--- src/rtl/lru_set_controller_if.sv ---
// rtl/lru_set_controller_if.sv - access and response channels of the LRU set controller
interface lru_set_controller_if #(
  parameter int SET_W = 3
);
  logic [1:0]       acc_valid;
  logic [1:0]       acc_ready;
  logic [SET_W-1:0] acc_set0;
  logic [SET_W-1:0] acc_set1;
  logic [1:0]       acc_hit;
  logic [1:0]       acc_hit_way;
  logic             resp_valid;
  logic             resp_ready;
  logic             resp_id;
  logic             resp_way;

  modport master (
    output acc_valid, acc_set0, acc_set1, acc_hit, acc_hit_way, resp_ready,
    input  acc_ready, resp_valid, resp_id, resp_way
  );

  modport slave (
    input  acc_valid, acc_set0, acc_set1, acc_hit, acc_hit_way, resp_ready,
    output acc_ready, resp_valid, resp_id, resp_way
  );
endinterface

--- src/rtl/lru_set_controller.sv ---
// rtl/lru_set_controller.sv - per-set 2-bit LRU table with two-requester round-robin access and flush
module lru_set_controller #(
  parameter int SET_W = 3
) (
  input  logic                 clk,
  input  logic                 rst_n,
  lru_set_controller_if.slave  bus,
  input  logic                 flush_req,
  output logic                 flush_busy,
  output logic                 flush_done,
  output logic                 err_lru
);
  localparam int NUM_SETS = 1 << SET_W;

  typedef enum logic [1:0] {
    IDLE  = 2'd0,
    RESP  = 2'd1,
    FLUSH = 2'd2
  } state_e;

  state_e                     state_q, state_d;
  logic                       rr_last_q, rr_last_d;
  logic                       id_q, id_d;
  logic [SET_W-1:0]           set_q, set_d;
  logic                       hit_q, hit_d;
  logic                       hit_way_q, hit_way_d;
  logic                       first_q, first_d;
  logic [SET_W-1:0]           cnt_q, cnt_d;
  logic                       flush_done_q, flush_done_d;
  logic [NUM_SETS-1:0][1:0]   lru_q, lru_d;

  logic [1:0]                 grant;
  logic [1:0]                 lru_cur;
  logic                       way_sel;
  logic                       in_resp;

  // Bit i of an entry marks way i as MRU, so the victim is way1 only when way0 is MRU.
  assign lru_cur = lru_q[set_q];
  assign way_sel = hit_q ? hit_way_q : (lru_cur == 2'b01);
  assign in_resp = (state_q == RESP);

  always_comb begin
    state_d      = state_q;
    rr_last_d    = rr_last_q;
    id_d         = id_q;
    set_d        = set_q;
    hit_d        = hit_q;
    hit_way_d    = hit_way_q;
    first_d      = first_q;
    cnt_d        = cnt_q;
    flush_done_d = 1'b0;
    lru_d        = lru_q;
    grant        = 2'b00;

    case (state_q)
      IDLE: begin
        if (flush_req) begin
          state_d = FLUSH;
          cnt_d   = '0;
        end else if (bus.acc_valid != 2'b00) begin
          if (bus.acc_valid == 2'b11) begin
            grant = rr_last_q ? 2'b01 : 2'b10;
          end else begin
            grant = bus.acc_valid;
          end
          id_d      = grant[1];
          set_d     = grant[1] ? bus.acc_set1 : bus.acc_set0;
          hit_d     = bus.acc_hit[grant[1]];
          hit_way_d = bus.acc_hit_way[grant[1]];
          rr_last_d = grant[1];
          first_d   = 1'b1;
          state_d   = RESP;
        end
      end

      RESP: begin
        first_d = 1'b0;
        if (bus.resp_ready) begin
          lru_d[set_q] = way_sel ? 2'b10 : 2'b01;
          state_d      = IDLE;
        end
      end

      FLUSH: begin
        lru_d[cnt_q] = 2'b00;
        cnt_d        = cnt_q + 1'b1;
        if (&cnt_q) begin
          flush_done_d = 1'b1;
          state_d      = IDLE;
        end
      end

      default: begin
        state_d = IDLE;
      end
    endcase
  end

  always_ff @(posedge clk or negedge rst_n) begin
    if (!rst_n) begin
      state_q      <= IDLE;
      rr_last_q    <= 1'b1;
      id_q         <= 1'b0;
      set_q        <= '0;
      hit_q        <= 1'b0;
      hit_way_q    <= 1'b0;
      first_q      <= 1'b0;
      cnt_q        <= '0;
      flush_done_q <= 1'b0;
      lru_q        <= '0;
    end else begin
      state_q      <= state_d;
      rr_last_q    <= rr_last_d;
      id_q         <= id_d;
      set_q        <= set_d;
      hit_q        <= hit_d;
      hit_way_q    <= hit_way_d;
      first_q      <= first_d;
      cnt_q        <= cnt_d;
      flush_done_q <= flush_done_d;
      lru_q        <= lru_d;
    end
  end

  assign bus.acc_ready  = grant;
  assign bus.resp_valid = in_resp;
  assign bus.resp_id    = in_resp & id_q;
  assign bus.resp_way   = in_resp & way_sel;
  assign flush_busy     = (state_q == FLUSH);
  assign flush_done     = flush_done_q;
  // Illegal 11 is only reported on a miss, and only once per response.
  assign err_lru        = in_resp & first_q & ~hit_q & (lru_cur == 2'b11);
endmodule

--- src/flat_wrapper.sv ---
// flat-port wrapper written by rule: the top's interface ports become plain ports
module lru_set_controller_flat 
#(
  parameter int SET_W = 3
)
  (clk, rst_n, flush_req, flush_busy, flush_done, err_lru, bus_acc_valid, bus_acc_set0, bus_acc_set1, bus_acc_hit, bus_acc_hit_way, bus_resp_ready, bus_acc_ready, bus_resp_valid, bus_resp_id, bus_resp_way);
  lru_set_controller_if #(.SET_W(SET_W)) bus_i ();
  input  logic clk;
  input  logic rst_n;
  input  logic flush_req;
  output logic flush_busy;
  output logic flush_done;
  output logic err_lru;
  input wire logic [$bits(bus_i.acc_valid)-1:0] bus_acc_valid;
  input wire logic [$bits(bus_i.acc_set0)-1:0] bus_acc_set0;
  input wire logic [$bits(bus_i.acc_set1)-1:0] bus_acc_set1;
  input wire logic [$bits(bus_i.acc_hit)-1:0] bus_acc_hit;
  input wire logic [$bits(bus_i.acc_hit_way)-1:0] bus_acc_hit_way;
  input wire logic [$bits(bus_i.resp_ready)-1:0] bus_resp_ready;
  output wire logic [$bits(bus_i.acc_ready)-1:0] bus_acc_ready;
  output wire logic [$bits(bus_i.resp_valid)-1:0] bus_resp_valid;
  output wire logic [$bits(bus_i.resp_id)-1:0] bus_resp_id;
  output wire logic [$bits(bus_i.resp_way)-1:0] bus_resp_way;
  assign bus_i.acc_valid = bus_acc_valid;
  assign bus_i.acc_set0 = bus_acc_set0;
  assign bus_i.acc_set1 = bus_acc_set1;
  assign bus_i.acc_hit = bus_acc_hit;
  assign bus_i.acc_hit_way = bus_acc_hit_way;
  assign bus_i.resp_ready = bus_resp_ready;
  assign bus_acc_ready = bus_i.acc_ready;
  assign bus_resp_valid = bus_i.resp_valid;
  assign bus_resp_id = bus_i.resp_id;
  assign bus_resp_way = bus_i.resp_way;
  lru_set_controller #(.SET_W(SET_W)) u_core (.clk(clk), .rst_n(rst_n), .bus(bus_i), .flush_req(flush_req), .flush_busy(flush_busy), .flush_done(flush_done), .err_lru(err_lru));
endmodule
--- config.mk ---
export PLATFORM = sky130hd
export DESIGN_NAME = lru_set_controller_flat
export DESIGN_NICKNAME = d
export VERILOG_FILES = /design/src/rtl/lru_set_controller_if.sv /design/src/rtl/lru_set_controller.sv /design/src/flat_wrapper.sv
export SDC_FILE = /design/constraint.sdc
export NUM_CORES = 1
export LEC_CHECK = 0
export CAP_MARGIN = 5
export CORE_UTILIZATION = 45
export DETAILED_ROUTE_END_ITERATION = 12
export PLACE_DENSITY_LB_ADDON = 0.08
export SYNTH_ARGS = -nofsm -noshare
export SYNTH_HDL_FRONTEND = slang
export SYNTH_SLANG_ARGS = --single-unit
--- constraint.sdc ---
create_clock -name clk -period 2.2 [get_ports clk]
set_input_delay 0.44 -clock clk [delete_from_list [all_inputs] [get_ports clk]]
set_output_delay 0.44 -clock clk [all_outputs]
set_load 0.005 [all_outputs]
=== After elaboration in Yosys (flattened, before gate mapping) ===
Cells that the tools add are included.

* Register bits: 30
* Output and inout port bits: 8
* Logic and storage cells: 92

* Add/sub/neg operators: 1
* Order comparisons: 5
* Equal/unequal tests: 11
* Muxes and demuxes: 36
* Bitwise logic cells: 9
* Reduce and logical (&&, ||, !) cells: 13

{| class="wikitable"
|+ Operators by type and width
! cell !! count
|-
| 2-bit 2-to-1 mux || 16
|-
| 16-bit case mux with 2 select lines || 1
|-
| 16-bit AND || 1
|-
| 16-bit bitwise mux || 1
|-
| 16-bit 2-to-1 mux || 1
|-
| 16-bit NOT || 1
|-
| 2-bit demux with 3-bit select || 2
|-
| 3-bit AND reduction || 4
|-
| 1-bit 2-to-1 mux || 9
|-
| 3-bit by 4-bit < comparator with 1-bit output (second input constant) || 2
|-
| 2-bit nonzero test || 4
|-
| 2-bit binary-select mux with 3-bit select || 1
|-
| 2-bit equality test (second input constant) || 3
|-
| 3-bit by 1-bit greater-or-equal comparator with 1-bit output (second input constant) || 2
|-
| 3-bit 2-to-1 mux || 2
|-
| 2-bit != test (second input constant) || 3
|-
| 2-bit case mux with 3 select lines || 1
|-
| 3-bit case mux with 2 select lines || 1
|-
| 1-bit AND || 5
|-
| 2-bit by 1-bit equality test with 1-bit output (second input constant) || 2
|-
| 2-bit by 1-bit != test with 1-bit output (second input constant) || 2
|-
| 2-bit AND reduction || 2
|-
| 3-bit by 1-bit adder with 3-bit output (second input constant) || 1
|-
| 3-bit by 2-bit != test with 1-bit output (second input constant) || 1
|-
| other kinds (5) || 7
|}

=== Longest topological paths before layout ===
Gate-level depths: netlist of run 1.

* Word-level depth: 8
* Mapped depth: 6
* Mapped depth without buffers: 4

=== Least setup slack after synthesis of run 1 ===
Ideal clock, no wire load.

* Path type: register to output
* From: register u_core.set_q[0]
* To: output bus_resp_way
* Data arrival time: 1,572 ps
* Setup slack: 188 ps
* Cell stages (with the launch flop): 7
* Cell sequence: dfrtp_1 > buf_6 > mux2_2 > a221oi_2 > o21a_1 > buf_6 > o22ai_1

* Cells in the longest elaborated chain, start to end: 5

{| class="wikitable"
|+ Ends and longest elaborated chain
! element !! RTL line !! text
|-
| from (decl) || lru_set_controller.sv:24 || <nowiki>logic [SET_W-1:0] set_q, set_d;</nowiki>
|-
| from (signal assigned) || lru_set_controller.sv:115 || <nowiki>set_q <= set_d;</nowiki>
|-
| 2-bit binary-select mux with 3-bit select || lru_set_controller.sv:38 || <nowiki>assign lru_cur = lru_q[set_q];</nowiki>
|-
| 2-bit 2-to-1 mux (not written as such) || lru_set_controller.sv:38 ||
|-
| 2-bit by 1-bit equality test with 1-bit output || lru_set_controller.sv:39 || <nowiki>assign way_sel = hit_q ? hit_way_q : (lru_cur == 2'b01);</nowiki>
|-
| 1-bit 2-to-1 mux || lru_set_controller.sv:39 ||
|-
| 1-bit AND || lru_set_controller.sv:128 || <nowiki>assign bus.resp_way = in_resp & way_sel;</nowiki>
|-
| to (decl) || flat_wrapper.sv:23 || <nowiki>output wire logic [$bits(bus_i.resp_way)-1:0] bus_resp_way;</nowiki>
|}

No other way between the ends. The select of a mux whose other input is x is not followed.

=== Worst setup path in the final report of run 1 ===
Ends and elaborated chain as after synthesis.

==> impl_metrics.py, run 1 <==
metrics = {
    "logic_synthesis": {
        "yosys-top-cells-area": "dfrtp_1 (39%), o31ai_2 (5.4%), a31oi_1 (5.0%), mux2i_1 (4.8%), mux4_1 (2.8%)",
        "synth_area_per_cell_um2": 9.786,
        "syn_inst": 190,
        "netlist_area_um2": 1859,
        "synth_top_area_share": 0.3903,
        "ys_ff_latch": 30,
        "synthDistinctLibCells": 42,
        "async_flop_share": 1.000,
        "synth.yosys.warnings": 0,
        "ys_top_cells_by_count": "dfrtp_1 (29), a31oi_1 (15), nand2_1 (14)",
        "synth_nets": 208,
        "ys.flop_type": "dfrtp_1",
        "synth_most_common_cell": "dfrtp_1",
        "synth_edf_count": 0,
        "seq_area_frac_synth": 0.4044,
        "yosysTopAreaCell": "dfrtp_1",
    },
    "route": {
        "dr.pass1.iters": 4,
        "drc": 0,
        "wl_per_cell_um": 17.93,
        "num_vias": 1704,
        "drt_iter0_drc": 160,
        "via_per_inst": 5.876,
        "ant_nets": 0,
        "wirelength_mm": 5.201,
    },
    "pwr": {
        "swShare": 0.3943,
        "peakVddDrop_mv": 0.7529,
        "p_clk_frac": 0.188,
        "pwr-share-comb": 0.471,
        "p_leak_nw": 1.090,
        "p_sw_mw": 0.9841,
        "internal_power_mw": 1.512,
        "power.total_mw": 2.496,
        "powerDensity_nw_per_um2": 1026,
        "seqPwrFrac": 0.341,
    },
    "placement": {
        "port_buffers": 23,
        "globalplace.congestion": 0.9292,
        "pre_cts_ws_ns": -0.2984,
        "dp_hpwl_mm": 3.587,
    },
    "critical_path": {
        "worst_ep_required_time_ns": 1.76,
        "start_kind": "flop",
        "critPathKind": "flop to output port",
        "crit_arrival_ns": 1.96,
        "startpoint": "u_core.set_q[0]$_DFFE_PN0P_",
        "worstSetupEndpointType": "output port",
        "r2r-start": "u_core.set_q[0]$_DFFE_PN0P_",
        "crit_fanout": 5,
    },
    "global_routing": {
        "overflow": 0,
        "grt_pass1_wl_mm": 8.079,
        "grt_use_total": 0.2539,
        "antenna_found_initial": 0,
        "grt_max_degree": 31,
        "grt_pass1_vias": 1639,
    },
    "sta": {
        "max-slew-margin-rel": 0.7176,
        "worst_slew_pin_slew_ns": 0.4235,
        "fmax_mhz": 416.5,
        "rsz0062_at_grt": "yes",
        "drv_slew": 0,
        "hold_viol": 0,
        "fin_skew_ns": 0.006445,
        "setup_ws_ns": -0.2011,
        "fin_crit_ns": 2.401,
        "period_share": 1.091,
        "setup_viol": 2,
    },
    "clocking": {
        "insertion_delay_ns": 0.29,
        "clock_sinks": 30,
        "numCtsBuffers": 5,
        "cts_buffer_depth": 2,
        "tritoncts": "built",
        "htree_levels": 2,
        "root_buffer": "clkbuf_8",
        "clk_pin_slew_worst_paths_ns": 0.06,
    },
    "cells_and_area": {
        "drive_above_1_share": 0.2833,
        "antenna_cells": 0,
        "syn_to_final_growth_pct": 30.89,
        "final_nets": 257,
    },
    "floorplanning": {
        "ios": 24,
        "die_w_um": 66.28,
        "die_h_um": 66.28,
        "start_util": 0.4682,
        "dieArea_um2": 4393,
        "num_rows": 23,
        "core-area_um2": 3971,
    },
    "run_status": {
        "violations": "negative setup slack",
        "status": "finished with violations",
    },
    "worst_hold_path": {
        "hp-start": "u_core.id_q$_DFFE_PN0P_",
        "hp-class": "flop to flop",
    },
    "job": {
        "cap_violations": 0,
    },
}
[placed cells by master, fill, tap and decap left out, types with 3 or more instances in the layout]
| master | n |
|---|---|
| or2_2 | 3 |
| inv_1 | 5 |
| o31ai_2 | 8 |
| o21bai_1 | 6 |
| a21boi_0 | 6 |
| nand2_1 | 14 |
| o21ai_0 | 7 |
| nand2b_1 | 3 |
| dfrtp_1 | 28 |
| nor3_1 | 8 |
| buf_4 | 29 |
| a31oi_1 | 15 |
| nand3_1 | 8 |
| a21oi_1 | 4 |
| mux2i_1 | 8 |
| clkdlybuf4s50_1 | 19 |
| a21o_1 | 3 |
| nor2_1 | 13 |
| clkbuf_8 | 6 |
[area by class of cell]
class | count | area, µm²
Clock buffer | 7 | 86.33
Tap cell | 50 | 62.56
Sequential cell | 30 | 753.2
Clock inverter | 1 | 5.005
Inverter | 5 | 18.77
Timing Repair Buffer | 54 | 474.2
Fill cell | 344 | 1538
Multi-Input combinational cell | 143 | 1033
[path summary, 6_finish.rpt]
check,end,cells past startpoint,slack (ns)
worst max-delay path,bus_resp_way,7,-0.20
worst min-delay path,u_core.id_q$_DFFE_PN0P_,1,0.49
worst max register to register,u_core.lru_q[15]$_DFFE_PN0P_,7,0.15
worst min register to register,u_core.id_q$_DFFE_PN0P_,1,0.49
max in group asynchronous,u_core.rr_last_q$_DFFE_PN1P_,2,1.33
min in group asynchronous,u_core.lru_q[7]$_DFFE_PN0P_,2,0.54
[power by group through the flow]
stage	clock network, mW	registers [mW]	logic, mW
global route	0.504	0.864	1.27
finish	0.469	0.851	1.18
CTS	0.475	0.842	1.13
detailed placement	0	0.856	1.03
global placement	0	0.850	0.986
floorplan	0	0.792	0.676
[cells by family (layout without fill, tap and decap cells)]
family / Yosys count / in the layout / share of synthesized area
multiplexers: 13 / 13 / 0.08883
adder cells (fa/ha/maj): 2 / 2 / 0.01346
flip-flops: 30 / 30 / 0.4044
AND/OR/NAND/NOR: 70 / 70 / 0.2079
AO/OA/AOI/OAI: 58 / 58 / 0.2376
buffers and inverters: 17 / 67 / 0.04778
[through the flow]
stage,util,hold slack [ns],TNS [ns],instances,area (µm²)
after global placement,0.5696,0.4687,-0.6282,275,2262
after detailed placement,0.5696,0.4790,-0.6552,275,2262
after CTS,0.6068,0.4949,-0.3243,288,2410
after global routing,0.6128,0.5080,-0.4667,290,2434
after floorplan,-,0.1444,0,190,1859
final,0.6128,0.4903,-0.3688,290,2434
[worst max-delay path, stage by stage, from the launching register on]
cell	delay, ns
dfrtp_2	0.43
buf_12	0.14
buf_4	0.12
mux2_2	0.28
a221oi_2	0.28
o21a_1	0.21
o22ai_1	0.08
buf_2	0.13
[per-layer routing]
metal | wire, µm | up-vias | track usage | share of wire
li1 | - | 808 | - | -
met5 | 0 | - | 0 | 0
met4 | 127 | 0 | 0.1277 | 0.024
met1 | 2153 | 802 | 0.3226 | 0.41
met3 | 362 | 15 | 0.05345 | 0.070
met2 | 2557 | 79 | 0.4043 | 0.49
[timing repair]
item                                    CTS  global route
hold buffers                              0             0
pin swaps                                 5             2
gates resized for setup                  14             8
setup buffers                             5             2
endpoints found under the setup margin    4             7
[sequential cells by signal (all words and copies together) (netlist names)]
signal and cells:
u_core.lru_q 16, u_core.cnt_q 3, u_core.set_q 3, u_core.state_q 2
u_core.first_q 1, u_core.flush_done 1, u_core.hit_q 1, u_core.hit_way_q 1
u_core.id_q 1, u_core.rr_last_q 1
Power figures use the tool's default switching activity.
==> run 2, diff against run 1 <==
Settings changed: CAP_MARGIN 5 to 0, CORE_ASPECT_RATIO set to 1.5, GPL_TIMING_DRIVEN set to 0.
==> run 2 against run 1 <==
Net effect:
- largest cell class unchanged
- the flow still finishes with violations (negative setup slack)
- critical path type unchanged
- cell area is 3.2% lower
- critical path depth is 1 lower
- worst hold slack worse by 0.31 ns
- largest power group unchanged
==> impl_metrics.py, run 2 (same netlist as run 1, synthesis figures left out) <==
metrics = {
    "sta": {
        "max-slew-margin-rel": 0.5535,
        "fmax_mhz": 408.6,
        "rsz0062_at_grt": "yes",
        "whs_ns": 0.1823,
        "period_share": 1.113,
        "worst_slew_pin_slew_ns": 0.6698,
        "drv_slew": 0,
        "setup_ws_ns": -0.2476,
        "fin_crit_ns": 2.448,
        "hold_viol": 0,
        "fin_skew_ns": 0.009804,
        "setup_viol": 2,
    },
    "critical_path": {
        "critPathKind": "flop to output port",
        "worst_ep_required_time_ns": 1.76,
        "r2r-start": "u_core.set_q[0]$_DFFE_PN0P_",
        "crit_arrival_ns": 2.01,
        "slowest_delay_ns": 0.46,
        "rr_worst_depth": 7,
        "crit_chain": "buf_6 > or3b_1 > a31o_1 > o21a_2 > o22ai_2 > buf_2",
        "r2r_end": "u_core.lru_q[2]$_DFFE_PN0P_",
        "worstSetupEndpointType": "output port",
        "crit_fanout": 4,
        "start_kind": "flop",
        "cpMaxStageDelayCell": "dfrtp_2",
        "ff2ff_setup_slack_ns": 0.11,
        "crit_family": "compound AO/OA/AOI/OAI gates",
        "critPathBufInv": 2,
    },
    "placement": {
        "globalplace.congestion": 0.8656,
        "dp_hpwl_mm": 3.471,
        "port_buffers": 23,
        "dpl-instance-area_um2": 2146,
        "dpl.cell_count": 258,
    },
    "route": {
        "dr.pass1.iters": 4,
        "drc": 0,
        "wirelength_mm": 4.950,
        "ant_nets": 0,
        "via_per_inst": 5.953,
        "drt_iter0_drc": 46,
        "num_vias": 1631,
        "wl_per_cell_um": 18.07,
    },
    "cells_and_area": {
        "final_nets": 246,
        "largest_register_ffs": 16,
        "final_common_cell": "dfrtp_1",
        "syn_to_final_growth_pct": 26.65,
        "fillCellCount": 361,
        "reg_top3": "u_core.lru_q: 16 flops, u_core.cnt_q: 3 flops, u_core.set_q: 3 flops",
        "fin_area_um2": 2355,
        "finalNonFillerCells": 274,
        "antenna_cells": 0,
        "regMostFlops": "u_core.lru_q",
        "final_cell_mix": "dfrtp_1 (26), clkdlybuf4s50_1 (17), a31oi_1 (15), nand2_1 (14), buf_4 (13)",
        "area.sequential_um2": 755.7,
        "multi_input_area_um2": 1085,
        "drive_above_1_share": 0.2445,
    },
    "global_routing": {
        "grt_max_degree": 31,
        "grt_pass1_vias": 1626,
        "overflow": 0,
        "antenna_found_initial": 0,
        "grt_use_total": 0.2540,
        "grt_pass1_wl_mm": 7.893,
    },
    "floorplanning": {
        "start_util": 0.4697,
        "die_h_um": 80.73,
        "core-area_um2": 3959,
        "dieArea_um2": 4398,
        "die_w_um": 54.49,
        "num_rows": 28,
        "ios": 24,
    },
    "worst_hold_path": {
        "hp-class": "input port to asynchronous set/reset pin",
    },
    "clocking": {
        "numCtsBuffers": 5,
        "cts_buffer_depth": 2,
        "clock_sinks": 30,
        "htree_levels": 2,
        "clk_pin_slew_worst_paths_ns": 0.07,
        "insertion_delay_ns": 0.29,
        "root_buffer": "clkbuf_8",
        "tritoncts": "built",
    },
    "pwr": {
        "p_leak_nw": 0.9971,
        "peakVddDrop_mv": 0.8310,
        "powerDensity_nw_per_um2": 1024,
    },
    "run_status": {
        "violations": "negative setup slack",
        "status": "finished with violations",
    },
    "job": {
        "cap_violations": 0,
    },
}
==> run 2: power breakdown <==
part	switching [mW]	leakage, nW	internal, mW	total, mW
Combinational	0.598	0.560	0.466	1.06
Clock	0.215	0.0482	0.252	0.467
Sequential	0.183	0.389	0.698	0.881
==> run 2: timing repair <==
item	4_1_cts	5_1_grt
setup endpoints to repair	7	6
hold buffers	0	0
gates resized for setup	24	9
setup buffers	6	6
pin swaps	5	4
hold endpoints to repair	0	0
==> run 2: how the worst max path moves through the flow <==
stage / start / to / slack [ns] / depth (start not counted)
global route: u_core.set_q[0]$_DFFE_PN0P_ / bus_resp_way / -0.30 / 6
floorplan: u_core.set_q[0]$_DFFE_PN0P_ / bus_resp_way / 0.19 / 6
global placement: u_core.set_q[0]$_DFFE_PN0P_ / bus_resp_way / -0.60 / 5
finish: u_core.set_q[0]$_DFFE_PN0P_ / bus_resp_way / -0.25 / 6
detailed placement: u_core.set_q[0]$_DFFE_PN0P_ / bus_resp_way / -0.63 / 5
CTS: u_core.set_q[0]$_DFFE_PN0P_ / bus_resp_way / -0.27 / 7
==> run 2: final cells by class <==
class	count	area share
multi-input cells	143	0.4607
flip-flops and latches	30	0.3209
repair buffers	35	0.1296
clock buffers	7	0.03666
well taps	45	0.02391
plain buffers	8	0.01807
inverters	5	0.007970
clock inverters	1	0.002125
==> run 2: metrics by stage <==
stage	worst slack (ns)	TNS (ns)	total power, mW	utilization
floorplan	0.1885	0	1.468	-
global placement	-0.6001	-1.695	1.759	0.5420
detailed placement	-0.6303	-1.738	1.783	0.5420
CTS	-0.2741	-0.5184	2.360	0.5819
global route	-0.3037	-0.5461	2.546	0.5948
finish	-0.2476	-0.4329	2.412	0.5948
==> run 2: per-layer routing <==
layer,share of wire,vias to the layer above,global-route usage
li1,-,779,-
met1,0.41,807,0.2964
met2,0.53,38,0.4341
met3,0.039,7,0.05303
met4,0.018,0,0.1026
met5,0,-,0
==> run 2: worst register-to-register path, cell delays in order, from the launching register on <==
cell and delay [ns]:
dfrtp_2 0.46, buf_6 0.15, or3b_1 0.37, a31o_1 0.23
buf_4 0.13, buf_4 0.12, o21ai_2 0.35, a31oi_1 0.15
==> run 3, diff against run 2 <==
Settings changed: PLACE_DENSITY set to 0.67, PLACE_DENSITY_LB_ADDON 0.08 to unset.
==> run 3 against run 2 <==
Net effect:
- the flow still finishes with violations (negative setup slack)
- highest routed layer unchanged
- global-route usage down 0.50 points
- power down 2.0%
- clock power about the same
- sequential power about the same
- worst hold slack better by 0.016 ns
- final cell count up 0.36%
- largest cell class unchanged
- count of clock-buffer cells in the layout unchanged
==> impl_metrics.py, run 3 (same netlist as run 1, synthesis figures left out) <==
metrics = {
    "clocking": {
        "root_buffer": "clkbuf_8",
        "numCtsBuffers": 5,
        "cts_hold_buf": 0,
        "tritoncts": "built",
        "insertion_delay_ns": 0.28,
        "htree_levels": 2,
        "clock_sinks": 30,
        "cts_buffer_depth": 2,
        "clk_pin_slew_worst_paths_ns": 0.06,
    },
    "cells_and_area": {
        "syn_to_final_growth_pct": 26.85,
        "fillCellCount": 359,
        "final_nets": 247,
        "finalNonFillerCells": 275,
        "area.sequential_um2": 755.7,
        "drive_above_1_share": 0.2478,
        "final_util": 0.5958,
        "reg_top3": "u_core.lru_q: 16 flops, u_core.cnt_q: 3 flops, u_core.set_q: 3 flops",
        "multi_input_area_um2": 1081,
        "antenna_cells": 0,
        "largest_register_ffs": 16,
        "final_common_cell": "dfrtp_1",
        "regMostFlops": "u_core.lru_q",
        "final_cell_mix": "dfrtp_1 (26), clkdlybuf4s50_1 (17), a31oi_1 (15), nand2_1 (14), buf_4 (14)",
    },
    "critical_path": {
        "crit_fanout": 5,
        "crit_arrival_ns": 1.97,
        "startpoint": "u_core.set_q[0]$_DFFE_PN0P_",
        "start_kind": "flop",
        "r2r-start": "u_core.set_q[0]$_DFFE_PN0P_",
        "critPathKind": "flop to output port",
        "worst_ep_required_time_ns": 1.76,
        "worstSetupEndpointType": "output port",
    },
    "global_routing": {
        "grt_max_degree": 31,
        "grt_pass1_wl_mm": 7.734,
        "grt_use_total": 0.2490,
        "overflow": 0,
        "antenna_found_initial": 0,
        "grt_pass1_vias": 1606,
    },
    "floorplanning": {
        "die_h_um": 80.73,
        "die_w_um": 54.49,
        "ios": 24,
        "start_util": 0.4697,
        "core-area_um2": 3959,
        "num_rows": 28,
        "dieArea_um2": 4398,
    },
    "route": {
        "via_per_inst": 6.091,
        "num_vias": 1675,
        "ant_nets": 0,
        "drt_iter0_drc": 61,
        "wl_per_cell_um": 17.23,
        "wirelength_mm": 4.738,
        "dr.pass1.iters": 4,
        "drc": 0,
    },
    "sta": {
        "fmax_mhz": 415.4,
        "setup_ws_ns": -0.2074,
        "rsz0062_at_grt": "yes",
        "hold_viol": 0,
        "max-slew-margin-rel": 0.5414,
        "worst_slew_pin_slew_ns": 0.6879,
        "setup_viol": 2,
        "finalSetupTns_ns": -0.3870,
        "period_share": 1.094,
        "drv_slew": 0,
        "fin_skew_ns": 0.002744,
        "fin_crit_ns": 2.407,
    },
    "pwr": {
        "power.total_mw": 2.364,
        "p_leak_nw": 0.9990,
        "powerDensity_nw_per_um2": 1002,
        "peakVddDrop_mv": 0.6452,
    },
    "run_status": {
        "violations": "negative setup slack",
        "status": "finished with violations",
    },
    "placement": {
        "dp_hpwl_mm": 3.258,
        "globalplace.congestion": 0.8876,
        "dpl.cell_count": 258,
        "port_buffers": 23,
    },
    "worst_hold_path": {
        "hp-class": "input port to asynchronous set/reset pin",
    },
    "job": {
        "cap_violations": 0,
    },
}
[run 3: cell types whose count changed in the layout (fill, tap and decap cells not counted), sizes merged]
cell	before	now
buf	18	19
[run 3: repair_timing]
action,4_1_cts,5_1_grt
resized for setup,25,6
setup endpoints to repair,7,6
setup buffers,7,6
pin swaps,4,6
[run 3: layout make-up]
type | instances | share of cell area
Multi-Input combinational cell | 143 | 0.4584
Sequential cell | 30 | 0.3204
Timing Repair Buffer | 36 | 0.1326
Clock buffer | 7 | 0.03660
Tap cell | 45 | 0.02387
Buffer | 8 | 0.01804
Inverter | 5 | 0.007958
Clock inverter | 1 | 0.002122
[run 3: where the power goes]
group / leakage [nW] / internal (mW) / switching [mW]
logic: 0.562 / 0.455 / 0.567
clock network: 0.0482 / 0.252 / 0.212
registers: 0.389 / 0.698 / 0.181
[run 3: stage by stage]
stage               worst slack (ns)  hold WS [ns]  cell area, µm²
floorplan                     0.1885        0.1444            1859
global placement             -0.6321        0.4643            2146
detailed placement           -0.5738        0.4814            2146
CTS                          -0.2365        0.4970            2315
global route                 -0.2563        0.2525            2359
finish                       -0.2074        0.1985            2359
[run 3: worst paths after layout]
kind                                               end  slack [ns]  cells past startpoint
setup / recovery                          bus_resp_way       -0.21                      6
hold / removal             u_core.cnt_q[0]$_DFFE_PN0P_        0.20                      1
setup reg to reg           u_core.lru_q[2]$_DFFE_PN0P_        0.19                      6
hold reg to reg                u_core.id_q$_DFFE_PN0P_        0.48                      1
max in group asynchronous  u_core.set_q[0]$_DFFE_PN0P_        1.52                      1
min in group clk               u_core.id_q$_DFFE_PN0P_        0.48                      1
[run 3: routing by layer]
metal  part of all wire  up-vias  track usage
met4              0.026        0      0.09744
met1               0.41      806       0.3030
met2               0.51       67       0.4134
met5                  0        -            0
met3              0.053       14      0.05303
li1                   -      788            -
[run 3: worst max-delay path, stage by stage (launching register included)]
cell and delay (ns):
dfrtp_2 0.46, buf_6 0.15, or3b_1 0.37, a31o_1 0.23, o21a_2 0.24, o22ai_2 0.10, buf_2 0.14
